--- config.mk ---
export PLATFORM = sky130hd
export DESIGN_NAME = mem_stage_lsu
export DESIGN_NICKNAME = d
export VERILOG_FILES = /design/src/rtl/mem_stage_lsu.sv
export SDC_FILE = /design/constraint.sdc
export NUM_CORES = 1
export LEC_CHECK = 0
export CORE_ASPECT_RATIO = 0.7
export CORE_UTILIZATION = 50
export CTS_CLUSTER_DIAMETER = 80
export DETAILED_ROUTE_END_ITERATION = 10
export HOLD_SLACK_MARGIN = 0.08
export PLACE_DENSITY = 0.95
export SLEW_MARGIN = 20
export SYNTH_ARGS = -nofsm -noshare
export SYNTH_HDL_FRONTEND = slang
export SYNTH_SLANG_ARGS = --single-unit
--- constraint.sdc ---
create_clock -name clk -period 4 [get_ports clk]
set_input_delay 1 -clock clk [delete_from_list [all_inputs] [get_ports clk]]
set_output_delay 1 -clock clk [all_outputs]
set_load 0.03 [all_outputs]
--- src/rtl/mem_stage_lsu.sv ---
// Memory-stage load/store unit: dmem req/gnt/rvalid handshake, store lane steering,
// load align/extend and the MEM/WB register. Optional feature macro: MISALIGN_TRAP_EN.
module mem_stage_lsu #(
    parameter int unsigned XLEN = 32
) (
    input  logic            clk,
    input  logic            rst_n,
    input  logic [XLEN-1:0] mem_result,
    input  logic [XLEN-1:0] mem_op2_selected,
    input  logic            mem_memory_write,
    input  logic [2:0]      mem_memory_load_type,
    input  logic [1:0]      mem_memory_store_type,
    input  logic            mem_mem_read,
    input  logic            mem_wb_reg_file,
    input  logic [4:0]      mem_wb_rd,
    output logic            dmem_req,
    output logic            dmem_we,
    output logic [XLEN-1:0] dmem_addr,
    output logic [3:0]      dmem_be,
    output logic [XLEN-1:0] dmem_wdata,
    input  logic            dmem_gnt,
    input  logic            dmem_rvalid,
    input  logic [XLEN-1:0] dmem_rdata,
    output logic            lsu_stall,
`ifdef MISALIGN_TRAP_EN
    output logic            lsu_misalign,
`endif
    output logic [XLEN-1:0] wb_result,
    output logic            wb_reg_file,
    output logic [4:0]      wb_rd
);

    localparam int unsigned BE_W = XLEN / 8;

    localparam logic [2:0] LT_LB  = 3'b000;
    localparam logic [2:0] LT_LH  = 3'b001;
    localparam logic [2:0] LT_LW  = 3'b010;
    localparam logic [2:0] LT_LBU = 3'b100;
    localparam logic [2:0] LT_LHU = 3'b101;

    localparam logic [1:0] ST_SB = 2'b00;
    localparam logic [1:0] ST_SH = 2'b01;
    localparam logic [1:0] ST_SW = 2'b10;

    typedef enum logic [1:0] {
        S_IDLE,
        S_REQ,
        S_WAIT_R,
        S_DONE
    } state_t;

    state_t            r_state;
    state_t            w_state_nxt;
    logic              w_stall;

    logic              w_access;
    logic [1:0]        w_addr_lo;
    logic [BE_W-1:0]   w_be;
    logic [XLEN-1:0]   w_wdata;
    logic              w_misalign;
    logic [7:0]        w_lane_byte;
    logic [15:0]       w_lane_half;
    logic [XLEN-1:0]   w_load_data;

    logic              r_dmem_we;
    logic [XLEN-1:0]   r_dmem_addr;
    logic [BE_W-1:0]   r_dmem_be;
    logic [XLEN-1:0]   r_dmem_wdata;
    logic              r_is_load;
    logic              r_misalign;
    logic [1:0]        r_addr_lo;
    logic [2:0]        r_load_type;
    logic [XLEN-1:0]   r_load_buf;
    logic [XLEN-1:0]   r_wb_result;
    logic              r_wb_reg_file;
    logic [4:0]        r_wb_rd;

    assign w_access  = mem_mem_read | mem_memory_write;
    assign w_addr_lo = mem_result[1:0];

    // Store lane steering from the byte offset of the current instruction
    always_comb begin
        w_be    = '0;
        w_wdata = mem_op2_selected;
        case (mem_memory_store_type)
            ST_SB: begin
                w_be    = 4'b0001 << w_addr_lo;
                w_wdata = {4{mem_op2_selected[7:0]}};
            end
            ST_SH: begin
                w_be    = 4'b0011 << {w_addr_lo[1], 1'b0};
                w_wdata = {2{mem_op2_selected[15:0]}};
            end
            ST_SW:   w_be = 4'b1111;
            default: w_be = '0;
        endcase
    end

    // Misalignment only diverts the access when the trap build is selected
    always_comb begin
        w_misalign = 1'b0;
`ifdef MISALIGN_TRAP_EN
        if (mem_memory_write) begin
            w_misalign = ((mem_memory_store_type == ST_SH) && w_addr_lo[0]) ||
                         ((mem_memory_store_type == ST_SW) && (w_addr_lo != 2'b00));
        end else begin
            w_misalign = (((mem_memory_load_type == LT_LH) || (mem_memory_load_type == LT_LHU))
                          && w_addr_lo[0]) ||
                         ((mem_memory_load_type == LT_LW) && (w_addr_lo != 2'b00));
        end
`endif
    end

    // Load alignment uses the offset/type latched when the access started
    always_comb begin
        w_lane_byte = dmem_rdata[7:0];
        case (r_addr_lo)
            2'd0:    w_lane_byte = dmem_rdata[7:0];
            2'd1:    w_lane_byte = dmem_rdata[15:8];
            2'd2:    w_lane_byte = dmem_rdata[23:16];
            default: w_lane_byte = dmem_rdata[31:24];
        endcase
        w_lane_half = r_addr_lo[1] ? dmem_rdata[31:16] : dmem_rdata[15:0];
        case (r_load_type)
            LT_LB:   w_load_data = {{24{w_lane_byte[7]}}, w_lane_byte};
            LT_LH:   w_load_data = {{16{w_lane_half[15]}}, w_lane_half};
            LT_LBU:  w_load_data = {24'd0, w_lane_byte};
            LT_LHU:  w_load_data = {16'd0, w_lane_half};
            LT_LW:   w_load_data = dmem_rdata;
            default: w_load_data = dmem_rdata;
        endcase
    end

    always_ff @(posedge clk or negedge rst_n) begin
        if (!rst_n) r_state <= S_IDLE;
        else        r_state <= w_state_nxt;
    end

    always_comb begin
        w_state_nxt = r_state;
        w_stall     = 1'b0;
        case (r_state)
            S_IDLE: begin
                if (w_access) begin
                    w_stall     = 1'b1;
                    w_state_nxt = w_misalign ? S_DONE : S_REQ;
                end
            end
            S_REQ: begin
                w_stall = 1'b1;
                if (dmem_gnt) w_state_nxt = r_is_load ? S_WAIT_R : S_DONE;
            end
            S_WAIT_R: begin
                w_stall = 1'b1;
                if (dmem_rvalid) w_state_nxt = S_DONE;
            end
            S_DONE:  w_state_nxt = S_IDLE;
            default: w_state_nxt = S_IDLE;
        endcase
    end

    // Bus fields are latched on entry so they stay stable across gnt wait states
    always_ff @(posedge clk or negedge rst_n) begin
        if (!rst_n) begin
            r_dmem_we    <= 1'b0;
            r_dmem_addr  <= '0;
            r_dmem_be    <= '0;
            r_dmem_wdata <= '0;
            r_is_load    <= 1'b0;
            r_misalign   <= 1'b0;
            r_addr_lo    <= 2'b00;
            r_load_type  <= 3'b111;
            r_load_buf   <= '0;
        end else begin
            if ((r_state == S_IDLE) && w_access) begin
                r_dmem_we    <= mem_memory_write;
                r_dmem_addr  <= {mem_result[XLEN-1:2], 2'b00};
                r_dmem_be    <= mem_memory_write ? w_be : {BE_W{1'b1}};
                r_dmem_wdata <= mem_memory_write ? w_wdata : '0;
                r_is_load    <= ~mem_memory_write;
                r_misalign   <= w_misalign;
                r_addr_lo    <= w_addr_lo;
                r_load_type  <= mem_memory_load_type;
            end
            if ((r_state == S_WAIT_R) && dmem_rvalid) r_load_buf <= w_load_data;
        end
    end

    // MEM/WB: pass-through when idle, result on DONE, bubble while stalled
    always_ff @(posedge clk or negedge rst_n) begin
        if (!rst_n) begin
            r_wb_result   <= '0;
            r_wb_reg_file <= 1'b0;
            r_wb_rd       <= '0;
        end else begin
            case (r_state)
                S_IDLE: begin
                    if (!w_access) begin
                        r_wb_result   <= mem_result;
                        r_wb_reg_file <= mem_wb_reg_file;
                        r_wb_rd       <= mem_wb_rd;
                    end else begin
                        r_wb_reg_file <= 1'b0;
                    end
                end
                S_DONE: begin
                    r_wb_result   <= r_is_load ? r_load_buf : mem_result;
                    r_wb_reg_file <= mem_wb_reg_file & ~r_misalign;
                    r_wb_rd       <= mem_wb_rd;
                end
                default: r_wb_reg_file <= 1'b0;
            endcase
        end
    end

    assign dmem_req    = (r_state == S_REQ);
    assign dmem_we     = r_dmem_we;
    assign dmem_addr   = r_dmem_addr;
    assign dmem_be     = r_dmem_be;
    assign dmem_wdata  = r_dmem_wdata;
    assign lsu_stall   = w_stall & rst_n;
    assign wb_result   = r_wb_result;
    assign wb_reg_file = r_wb_reg_file;
    assign wb_rd       = r_wb_rd;
`ifdef MISALIGN_TRAP_EN
    assign lsu_misalign = (r_state == S_DONE) & r_misalign;
`endif

endmodule

==> impl_metrics.yaml, run 1 <==
run_status:
  status: "completed"
pwr:
  power_w: 0.00866
  ir_worst_vdd_mv: 0.801
  power.density_nw_per_um2: 880
  leakagePower_nw: 4.46
yosys:
  synth-seq-cells: 145
  ys_warn_count: 0
  synthMuxAreaShare: 0.0953
  synth_top_area_share: 0.515
  synth_compound_area_frac: 0.161
  synth_top_family_by_area: "simple AND/OR/NAND/NOR gates"
  synth-seq-area-share: 0.526
  synth_area_um2: 6910
  netlist_top_cells_area: "dfrtp_1 51%, nand2_1 11%, mux2i_1 5.9%, o21ai_0 5.2%, mux2_2 3.6%"
  syn_inst: 715
  synth-simple-area-share: 0.169
  synth_largest_area_cell: "dfrtp_1"
  synthDistinctLibCells: 41
  synth_adder_area_share: 0.00906
  syn_avg_cell_area_um2: 9.66
  synth_xor_area_frac: 0
timing:
  setup_violations: 0
  fmax_ghz: 0.306
  fin_setup_tns_ps: 0
  post-route-period-util: 0.817
  fin_skew_ps: 9.48
  rsz0062_at_grt: "false"
  finalHoldViolCount: 0
  drv_slew: 0
  min_period_ps: 3270
  slew_headroom: 0.276
  worst_pin_slew_ps: 1080
clocking:
  cts_num_sinks: 145
  postCtsResizedCells: 0
  holdBufCountCts: 0
  cts_tree: "done"
  post_cts_buffers: 0
  cts_max_level: 4
  cts_buffers: 17
  cts_root_buffer: "clkbuf_16"
  clk_path_buf_depth: 2
  insertion_delay_ps: 410
  clk_pin_slew_ps: 60
die:
  die-area_um2: 14300
  core_area_um2: 13300
  initial_utilization: 0.519
  fp.dieH_um: 100
  die_x_um: 142
  pin_count: 222
  rows: 35
critical_path:
  cpMaxStageDelayCell: "clkdlybuf4s50_1"
  worstSetupPathType: "in -> out"
  cp.arrival_ps: 2270
  crit_path_start_kind: "input port"
  crit_path_max_fanout: 12
  crit_path_cell_trace: "clkdlybuf4s50_1 -> buf_4 -> nor2_1 -> nor2_4 -> nor2_1 -> nor3b_1 -> buf_4"
  slowest_delay_ps: 450
  crit_path_end_kind: "output pin"
  required_ps: 3000
finish:
  ff_latch_area_um2: 3630
  area_growth_pct: 42.5
  multi_input_area_um2: 3040
  antenna_cells: 0
  drive_gt1_frac: 0.105
  layout.nets: 1034
  fillers: 961
detailed_routing:
  drc_errors: 0
  drt_iter0_drc: 513
  drt-total-wl_um: 20600
  ant_nets: 0
  via_per_inst: 5.54
  first_pass_iters: 5
  wire_per_inst_um: 18.5
  vias: 6171
placed_design:
  hpwl_um: 14600
  gp_congestion: 0.857
  portBuffers: 219
worst_hold_path:
  hp-class: "reg -> reg"
global_routing:
  overflow: 0
  grt_max_degree: 54
  antenna_found_initial: 0
  grt_use_total: 0.301
  grt_pass1_wl_um: 32500
  grt_pass1_vias: 6200
flow_run:
  cap_violations: 0
==> kinds of logic after synthesis <==
logic type / after synthesis
AOI/OAI and AO/OA: 162
DFF: 145
buffers and inverters: 58
and+or+nand+nor: 281
adders and majority gates: 5
other: 1
muxes: 63
==> registers in the layout, indices dropped and copies added (netlist names) <==
| register | flops |
|---|---|
| dmem_addr | 30 |
| dmem_be | 4 |
| r_addr_lo | 2 |
| r_state | 2 |
| wb_result | 32 |
| dmem_wdata | 32 |
| r_load_type | 3 |
| dmem_we | 1 |
| r_load_buf | 32 |
| r_is_load | 1 |
| wb_rd | 5 |
| wb_reg_file | 1 |
==> layout make-up <==
type                            instances  area share
Sequential cell                       145       0.369
Inverter                                9     0.00343
Timing Repair Buffer                  230       0.232
Tap cell                              185      0.0235
Clock buffer                           18      0.0446
Clock inverter                         14      0.0182
Multi-Input combinational cell        513       0.309
==> routing by layer <==
layer,part of all wire,vias to the layer above,GRT usage
li1,-,2845,-
met4,0.022,0,0.113
met3,0.083,42,0.0625
met2,0.47,280,0.482
met1,0.43,3004,0.406
met5,0,-,0
==> synth_stat cells <==
| cell | instances |
|---|---|
| a211oi_1 | 6 |
| a211oi_2 | 9 |
| a21boi_0 | 1 |
| a21boi_4 | 1 |
| a21o_1 | 1 |
| a21oi_1 | 20 |
| a21oi_2 | 2 |
| a21oi_4 | 1 |
| a221o_1 | 1 |
| a221oi_1 | 2 |
| a22o_1 | 16 |
| a22oi_1 | 8 |
| a311oi_1 | 1 |
| a31oi_1 | 8 |
| a31oi_4 | 1 |
| and2_1 | 2 |
| buf_1 | 3 |
| buf_2 | 20 |
| buf_4 | 3 |
| buf_6 | 2 |
| clkbuf_1 | 21 |
| conb_1 | 1 |
| dfrtp_1 | 142 |
| dfstp_2 | 3 |
| ha_1 | 5 |
| inv_1 | 9 |
| mux2_2 | 22 |
| mux2i_1 | 41 |
| nand2_1 | 201 |
| nand2b_1 | 8 |
| nor2_1 | 39 |
| nor2b_1 | 19 |
| nor3_1 | 7 |
| nor3_4 | 1 |
| nor3b_1 | 3 |
| nor3b_2 | 1 |
| o21ai_0 | 72 |
| o21ai_2 | 2 |
| o221a_2 | 7 |
| o22ai_1 | 1 |
| o31ai_1 | 2 |
==> power breakdown <==
group	leakage [nW]	total (W)	internal, W	switching (W)
registers	1.78	0.00273	0.00219	0.000547
clock network	0.294	0.00167	0.00101	0.000657
logic	2.39	0.00426	0.00176	0.00249
==> cell usage in the layout (no fill, tap or decap), types with 9 or more instances in the layout <==
cell type	netlist	final
a211oi_2	9	9
buf_4	3	11
nor2_1	39	38
nor2b_1	19	19
mux2i_1	41	41
inv_1	9	9
mux2_2	22	22
a21oi_1	20	20
clkbuf_16	0	17
clkdlybuf4s50_1	0	217
nand2_1	201	200
a22o_1	16	16
dfrtp_1	142	142
o21ai_0	72	71
==> worst paths after layout <==
| kind | startpoint | end | slack (ps) | cells past startpoint |
|---|---|---|---|---|
| setup / recovery | mem_memory_write | lsu_stall | 730 | 7 |
| hold / removal | dmem_addr[4]$_DFFE_PN0N_ | dmem_addr[4]$_DFFE_PN0N_ | 470 | 2 |
| setup reg to reg | r_addr_lo[1]$_DFFE_PN0N_ | r_load_buf[23]$_DFFE_PN0P_ | 1440 | 4 |
| hold reg to reg | dmem_addr[4]$_DFFE_PN0N_ | dmem_addr[4]$_DFFE_PN0N_ | 470 | 2 |
| max in group asynchronous | rst_n | wb_result[25]$_DFFE_PN0P_ | 2390 | 2 |
| min in group asynchronous | rst_n | dmem_addr[24]$_DFFE_PN0N_ | 510 | 1 |
==> critical path: cells and delay by family <==
| family | cells | cell delay [ps] |
|---|---|---|
| AND/OR/NAND/NOR | 4 | 420 |
| buffers and inverters | 3 | 850 |
==> through the flow <==
stage	setup WS, ps	hold slack [ps]	cells	instance area (um2)	utilization
2_1_floorplan	765	489	716	6910	-
3_3_place_gp	775	458	1082	9220	0.693
6_report	734	475	1114	9840	0.739
4_1_cts	724	481	1114	9840	0.739
5_1_grt	678	497	1114	9840	0.739
3_5_place_dp	734	465	1082	9220	0.693
(Power assumes the default switching activity.)
==> inputs of run 2 (changes only) <==
--- a/config.mk
+++ b/config.mk
@@ -6,11 +6,11 @@
 export NUM_CORES = 1
 export LEC_CHECK = 0
 export CORE_ASPECT_RATIO = 0.7
-export CORE_UTILIZATION = 50
+export CORE_UTILIZATION = 42
 export CTS_CLUSTER_DIAMETER = 80
 export DETAILED_ROUTE_END_ITERATION = 10
 export HOLD_SLACK_MARGIN = 0.08
-export PLACE_DENSITY = 0.95
+export PLACE_DENSITY = 0.87
 export SLEW_MARGIN = 20
 export SYNTH_ARGS = -nofsm -noshare
 export SYNTH_HDL_FRONTEND = slang
==> constraint.sdc (replaced) <==
create_clock -name clk -period 3 [get_ports clk]
set_input_delay 0.75 -clock clk [delete_from_list [all_inputs] [get_ports clk]]
set_output_delay 0.75 -clock clk [all_outputs]
set_load 0.03 [all_outputs]
==> impl_metrics.yaml, run 2 (synthesis results as in run 1) <==
run_status:
  status: "completed"
detailed_routing:
  wl_met2_um: 9020
  drt-total-wl_um: 20600
  wl_met1_um: 9830
  topRoutingLayerUsed: "met4"
  drc_errors: 0
  first_pass_iters: 5
  drt_iter0_drc: 351
  vias: 6023
  via_per_inst: 5.21
  ant_nets: 0
  wire_per_inst_um: 17.9
  wl_met3_um: 1590
global_routing:
  antenna_found_initial: 0
  grt_pass1_wl_um: 32200
  grt_use_total: 0.253
  overflow: 0
  grt_max_degree: 56
  grt_pass1_vias: 5780
timing:
  slew_headroom: 0.533
  rsz0062_at_grt: "false"
  drv_slew: 0
  fin_setup_tns_ps: 0
  timing.hold.ws_ps: 436
  worst_pin_slew_ps: 701
  min_period_ps: 2690
  fmax_ghz: 0.372
  finalHoldViolCount: 0
  post-route-period-util: 0.897
  fin_skew_ps: 10.7
  setup_violations: 0
finish:
  post-route-util: 0.627
  layout.nets: 1040
  area_growth_pct: 43.4
  final_cell_mix: "217 x clkdlybuf4s50_1, 200 x nand2_1, 142 x dfrtp_1"
  antenna_cells: 0
  layout_commonest_cell: "clkdlybuf4s50_1"
  fillers: 1304
  final_cell_count_no_fill: 1155
  drive_gt1_frac: 0.110
critical_path:
  r2r-end: "wb_result[12]$_DFFE_PN0P_"
  startpoint: "r_state[0]$_DFFE_PN0P_"
  crit_path_end_kind: "output pin"
  cp.arrival_ps: 1940
  worst_r2r_path_depth: 8
  r2r-start: "r_state[0]$_DFFE_PN0P_"
  r2r_setup_slack_ps: 890
  crit_path_start_kind: "flip-flop"
  endpoint: "lsu_stall"
  crit_path_max_fanout: 5
  required_ps: 2250
  worstSetupPathType: "reg -> out"
clocking:
  holdBufCountCts: 0
  post_cts_buffers: 0
  cts_buffers: 17
  cts_root_buffer: "clkbuf_16"
  cts_num_sinks: 145
  postCtsResizedCells: 0
  clk_path_buf_depth: 2
  clk_pin_slew_ps: 70
  cts_max_level: 4
  cts_tree: "done"
  insertion_delay_ps: 420
die:
  fp.dieH_um: 109
  die-area_um2: 17000
  die_x_um: 155
  core_area_um2: 15800
  rows: 38
  pin_count: 222
  initial_utilization: 0.437
pwr:
  ir_worst_vdd_mv: 1.06
  leakagePower_nw: 4.48
  power.density_nw_per_um2: 1150
  power_w: 0.0114
flow_run:
  cap_violations: 0
placed_design:
  portBuffers: 219
  placed_cells: 1123
  hpwl_um: 14700
  gp_congestion: 0.873
worst_hold_path:
  hp-class: "in -> async"
-- run 2: cell types whose count changed in the layout (fill, tap and decap cells not counted), sizes merged --
cell,before,now
buf,13,19
bufinv,3,1
clkbuf,18,19
clkinv,3,5
clkinvlp,3,2
-- run 2: worst max-delay path, stage by stage (launching register included) --
cell and delay [ps]:
dfrtp_1 440, inv_1 130, ha_1 260, inv_1 140, nor2_4 120, nor2_1 40
nor3b_1 200, buf_4 200
-- run 2: power by group --
| group | switching (W) | internal, W | leakage (nW) |
|---|---|---|---|
| Clock | 0.000886 | 0.00118 | 0.275 |
| Sequential | 0.000600 | 0.00291 | 1.78 |
| Combinational | 0.00341 | 0.00240 | 2.43 |
-- run 2: metrics by stage --
step / area (um2) / setup WS, ps
after detailed placement: 9330 / 323
final: 9900 / 310
after global routing: 9900 / 135
after global placement: 9330 / 357
after CTS: 9900 / 305
after floorplan: 6910 / 265
-- run 2: routing by layer --
metal  up-vias  global-route usage
li1       2853                   -
met5         -                   0
met3        19              0.0735
met4         0              0.0679
met2       236               0.380
met1      2915               0.358
-- run 2: final cells by class --
type	instances	area [um2]	area share
clock buffer	19	443	0.0447
sequential	145	3630	0.367
multi-input combinational	513	3040	0.307
tap	220	275	0.0278
clock inverter	13	125	0.0126
timing repair buffer	236	2360	0.238
inverter	9	33.8	0.00341
-- run 2: worst min path at each step --
stage          slack (ps)                        end  cells after the start
2_1_floorplan         450  dmem_addr[10]$_DFFE_PN0N_                      0
3_3_place_gp          460   dmem_addr[2]$_DFFE_PN0N_                      2
3_5_place_dp          460  dmem_addr[16]$_DFFE_PN0N_                      2
4_1_cts               440  dmem_addr[28]$_DFFE_PN0N_                      2
5_1_grt               480  wb_result[25]$_DFFE_PN0P_                      2
6_report              440  wb_result[25]$_DFFE_PN0P_                      2
==> RTL change 1: new RTL, flow settings as in run 2 <==
Encoding of `state_t`: now Gray code (2 bits for 4 states).
--- a/src/rtl/mem_stage_lsu.sv
+++ b/src/rtl/mem_stage_lsu.sv
@@ -44,8 +44,8 @@
 
     typedef enum logic [1:0] {
-        S_IDLE,
-        S_REQ,
-        S_WAIT_R,
-        S_DONE
+        S_IDLE   = 2'b00,
+        S_REQ    = 2'b01,
+        S_WAIT_R = 2'b11,
+        S_DONE   = 2'b10
     } state_t;
 
Function: same outputs for any inputs over 4 cycles, from zero or initial values and one cycle with rst_n low; so few cycles prove little.
==> RTL change 1 against run 2 <==
- the run now ends with design-rule violations left
- sequential cell count unchanged
- highest routed layer is now met5
- power down 0.45%
- wire length down 1.6%
- critical path depth down 2
- worst setup slack worse by 140 ps
- cell area down 2.3%
- first-iteration DRC count up 69%
- critical endpoint unchanged
- register-to-register slack better by 40 ps
- area after synthesis down 3.6%
==> RTL change 1: results (changes against run 2) <==
first-pass GRT wire length 31.7 mm (was 32.2 mm); drc violations 12 (was 0); routability cong. 0.895 (was 0.873); 1st-iter DRT viols 592 (was 351); crit-path max FO 2 (was 5); Min Hold Slack 407 ps (was 436 ps); failing checks design-rule violations; Seq/Total Area, Yosys 54.6% (was 52.6%); Clock Skew 11.7 ps (was 10.7 ps); Worst Setup SP mem_mem_read (was r_state[0]$_DFFE_PN0P_); Clk pwr share 20.4% (was 18.1%); vias in the first global route 5626 (was 5780); dpl hpwl 14.5 mm (was 14.7 mm); FF-to-FF End wb_result[18]$_DFFE_PN0P_ (was wb_result[12]$_DFFE_PN0P_); WL/cell 18.3 microns (was 17.9 microns); Placed Instance Area 9030 sq um (was 9330 sq um); P_int 0.00659 W (was 0.00649 W); Reg power frac 32.3% (was 30.9%); status finished with violations (was completed); DR pass1 iterations 9 (was 5); synth unique cells 42 (was 41); met3 Usage GRT 7.37% (was 7.35%); Final Net Count 1007 (was 1040); fillcell total 1258 (was 1304); initial antenna violation count 1 (was 0); Setup WS pre-CTS 157 ps (was 323 ps); Peak VDD IR 0.000546 V (was 0.00106 V); M2 GR Usage 36.2% (was 38.0%); Synth Area in Compound Gates 16.3% (was 16.1%); adder and majority gate portion of the synthesized area 0% (was 0.906%); CP Data Arrival Time 2080 ps (was 1940 ps); DR vias/cell 5.27 (was 5.21); Area contributors post-synth dfrtp_1 53%, nand2_1 12%, o21ai_0 4.1% (was dfrtp_1 51%, nand2_1 11%, mux2i_1 5.9%); Cells after Synth 689 (was 715); largest net degree at the start of global routing 109 (was 56)
-- RTL change 1: logic make-up after synthesis --
group	count (synthesis)
AOI/OAI and AO/OA	166
other	1
muxes	39
DFF	145
buffers and inverters	53
and+or+nand+nor	285
-- RTL change 1: cell type report --
class,instances,area [sq um],area share [%]
clock buffer,18,439,4.54
clock inverter,14,205,2.12
inverter,2,7.51,0.0776
multi-input combinational,492,2780,28.8
sequential,145,3630,37.6
tap,200,250,2.59
timing repair buffer,236,2360,24.4
-- RTL change 1: worst max-delay path: stages --
cell             delay, ps
clkdlybuf4s50_1        440
o21ba_2                260
or2_2                  280
and2_1                 180
buf_4                  170
-- RTL change 1: metal layers --
| metal | part of all wire, % | up-vias |
|---|---|---|
| met2 | 43 | 223 |
| met1 | 46 | 2800 |
| li1 | - | 2773 |
| met4 | 2.1 | 2 |
| met5 | 0.049 | - |
| met3 | 8.1 | 35 |
==> RTL change 2: new RTL, settings of run 2 <==
Made on the original files. Add a define of `MISALIGN_TRAP_EN`.
--- a/src/rtl/mem_stage_lsu.sv
+++ b/src/rtl/mem_stage_lsu.sv
@@ -1,4 +1,6 @@
 // Memory-stage load/store unit: dmem req/gnt/rvalid handshake, store lane steering,
 // load align/extend and the MEM/WB register. Optional feature macro: MISALIGN_TRAP_EN.
+`define MISALIGN_TRAP_EN
+
 module mem_stage_lsu #(
     parameter int unsigned XLEN = 32
Check against the original RTL (old outputs only; new: lsu_misalign): not equivalent (Yosys sat finds a counterexample within 4 cycles, from zero or initial values and one cycle with rst_n low).
==> RTL change 2 against run 2 <==
- critical path type unchanged
- critical endpoint unchanged
- count of clock-buffer cells in the layout grew 3
- highest routed layer unchanged
- sequential cell count rose by 1
- clock skew down 1.9 ps
- area after synthesis shrank 1.4%
- non-clock buffer count decreased by 1
- cell area decreased by 1.3%
- wire length is 3.8% lower
- hold slack lost 280 ps
- power down 1.1%
- worst setup slack worse by 130 ps
==> RTL change 2: results (changes against run 2) <==
status completed (unchanged); Pleak 4.43 nW (was 4.48 nW); crit-path max FO 6 (was 5); Reg power frac 32.3% (was 30.9%); CP Data Arrival Time 2070 ps (was 1940 ps); vias 5947 (was 6023); ratio of cells with drive above 1 in the final layout 8.60% (was 11.0%); Buffers on Ports 220 (was 219); Area contributors post-synth dfrtp_1 53%, nand2_1 8.1%, mux2i_1 7.6% (was dfrtp_1 51%, nand2_1 11%, mux2i_1 5.9%); first-pass GRT wire length 31.7 mm (was 32.2 mm); largest net degree at the start of global routing 78 (was 56); Clock Skew 8.86 ps (was 10.7 ps); cell count after placement 1098 (was 1123); dpl hpwl 13.9 mm (was 14.7 mm); Cells after Synth 709 (was 715); Placed Instance Area 9200 sq um (was 9330 sq um); P_int 0.00642 W (was 0.00649 W); routability cong. 0.826 (was 0.873); Seq/Total Area, Yosys 53.7% (was 52.6%); Pins Over Slew Limit 0 (unchanged); WL/cell 17.6 microns (was 17.9 microns); Final Net Count 1035 (was 1040); All-Layer GR Usage 24.9% (was 25.3%); Overall Power 0.0113 W (was 0.0114 W); synth cell count leaders 147 x nand2_1, 143 x dfrtp_1, 64 x a21oi_1, 64 x nor2_1, 55 x o21ai_0 (was 201 x nand2_1, 142 x dfrtp_1, 72 x o21ai_0); DR vias/cell 5.26 (was 5.21); CP peak stage delay 400 ps (was 440 ps); post-CTS setup buffers 0 (unchanged); Setup WS pre-CTS 202 ps (was 323 ps); CP top delay family flip-flops (was buffers and inverters); slew margin rel. 44.3% (was 53.3%); 1st-iter DRT viols 442 (was 351)
[RTL change 2: changes by cell type in the layout (fill, tap and decap cells not counted), sizes merged, moves of 11 or more]
cell	run 2	this run
nor2	39	65
mux2i	41	52
a211oi	15	1
nand3	0	14
a21oi	23	64
nand2	201	147
[RTL change 2: worst paths after layout]
path / startpoint / to / slack [ps] / cells after the start
max in group asynchronous: rst_n / dmem_addr[24]$_DFFE_PN0N_ / 1980 / 2
min in group clk: dmem_addr[23]$_DFFE_PN0N_ / dmem_addr[23]$_DFFE_PN0N_ / 470 / 2
min reg2reg: dmem_addr[23]$_DFFE_PN0N_ / dmem_addr[23]$_DFFE_PN0N_ / 470 / 2
max: r_state[0]$_DFFE_PN0P_ / lsu_stall / 180 / 6
max reg2reg: r_addr_lo[1]$_DFFE_PN0N_ / r_load_buf[23]$_DFFE_PN0P_ / 870 / 3
min: rst_n / dmem_wdata[12]$_DFFE_PN0N_ / 150 / 1
[RTL change 2: logic make-up after synthesis]
kind of cell | after synthesis | share of synthesized area, %
other | 1 | 0.0551
xor gates and xnor gates | 1 | 0.129
and+or+nand+nor | 279 | 18.3
muxes | 66 | 9.96
DFF | 146 | 53.7
AOI/OAI and AO/OA | 158 | 13.4
adders and majority gates | 5 | 0.919
buffers and inverters | 53 | 3.55
[RTL change 2: layer usage]
layer / global-route usage (%) / vias up / share of wire (%)
met4: 6.43 / 0 / 0.88
met5: 0 / - / 0
met2: 38.3 / 231 / 45
met1: 33.5 / 2888 / 46
met3: 9.02 / 19 / 8.0
li1: - / 2809 / -
[RTL change 2: final cells by class]
cell class	count	area [sq um]
flip-flops and latches	146	3660
clock buffers	22	464
well taps	200	250
fillers	1274	5920
inverters	6	22.5
repair buffers	235	2340
multi-input cells	511	2940
clock inverters	10	103
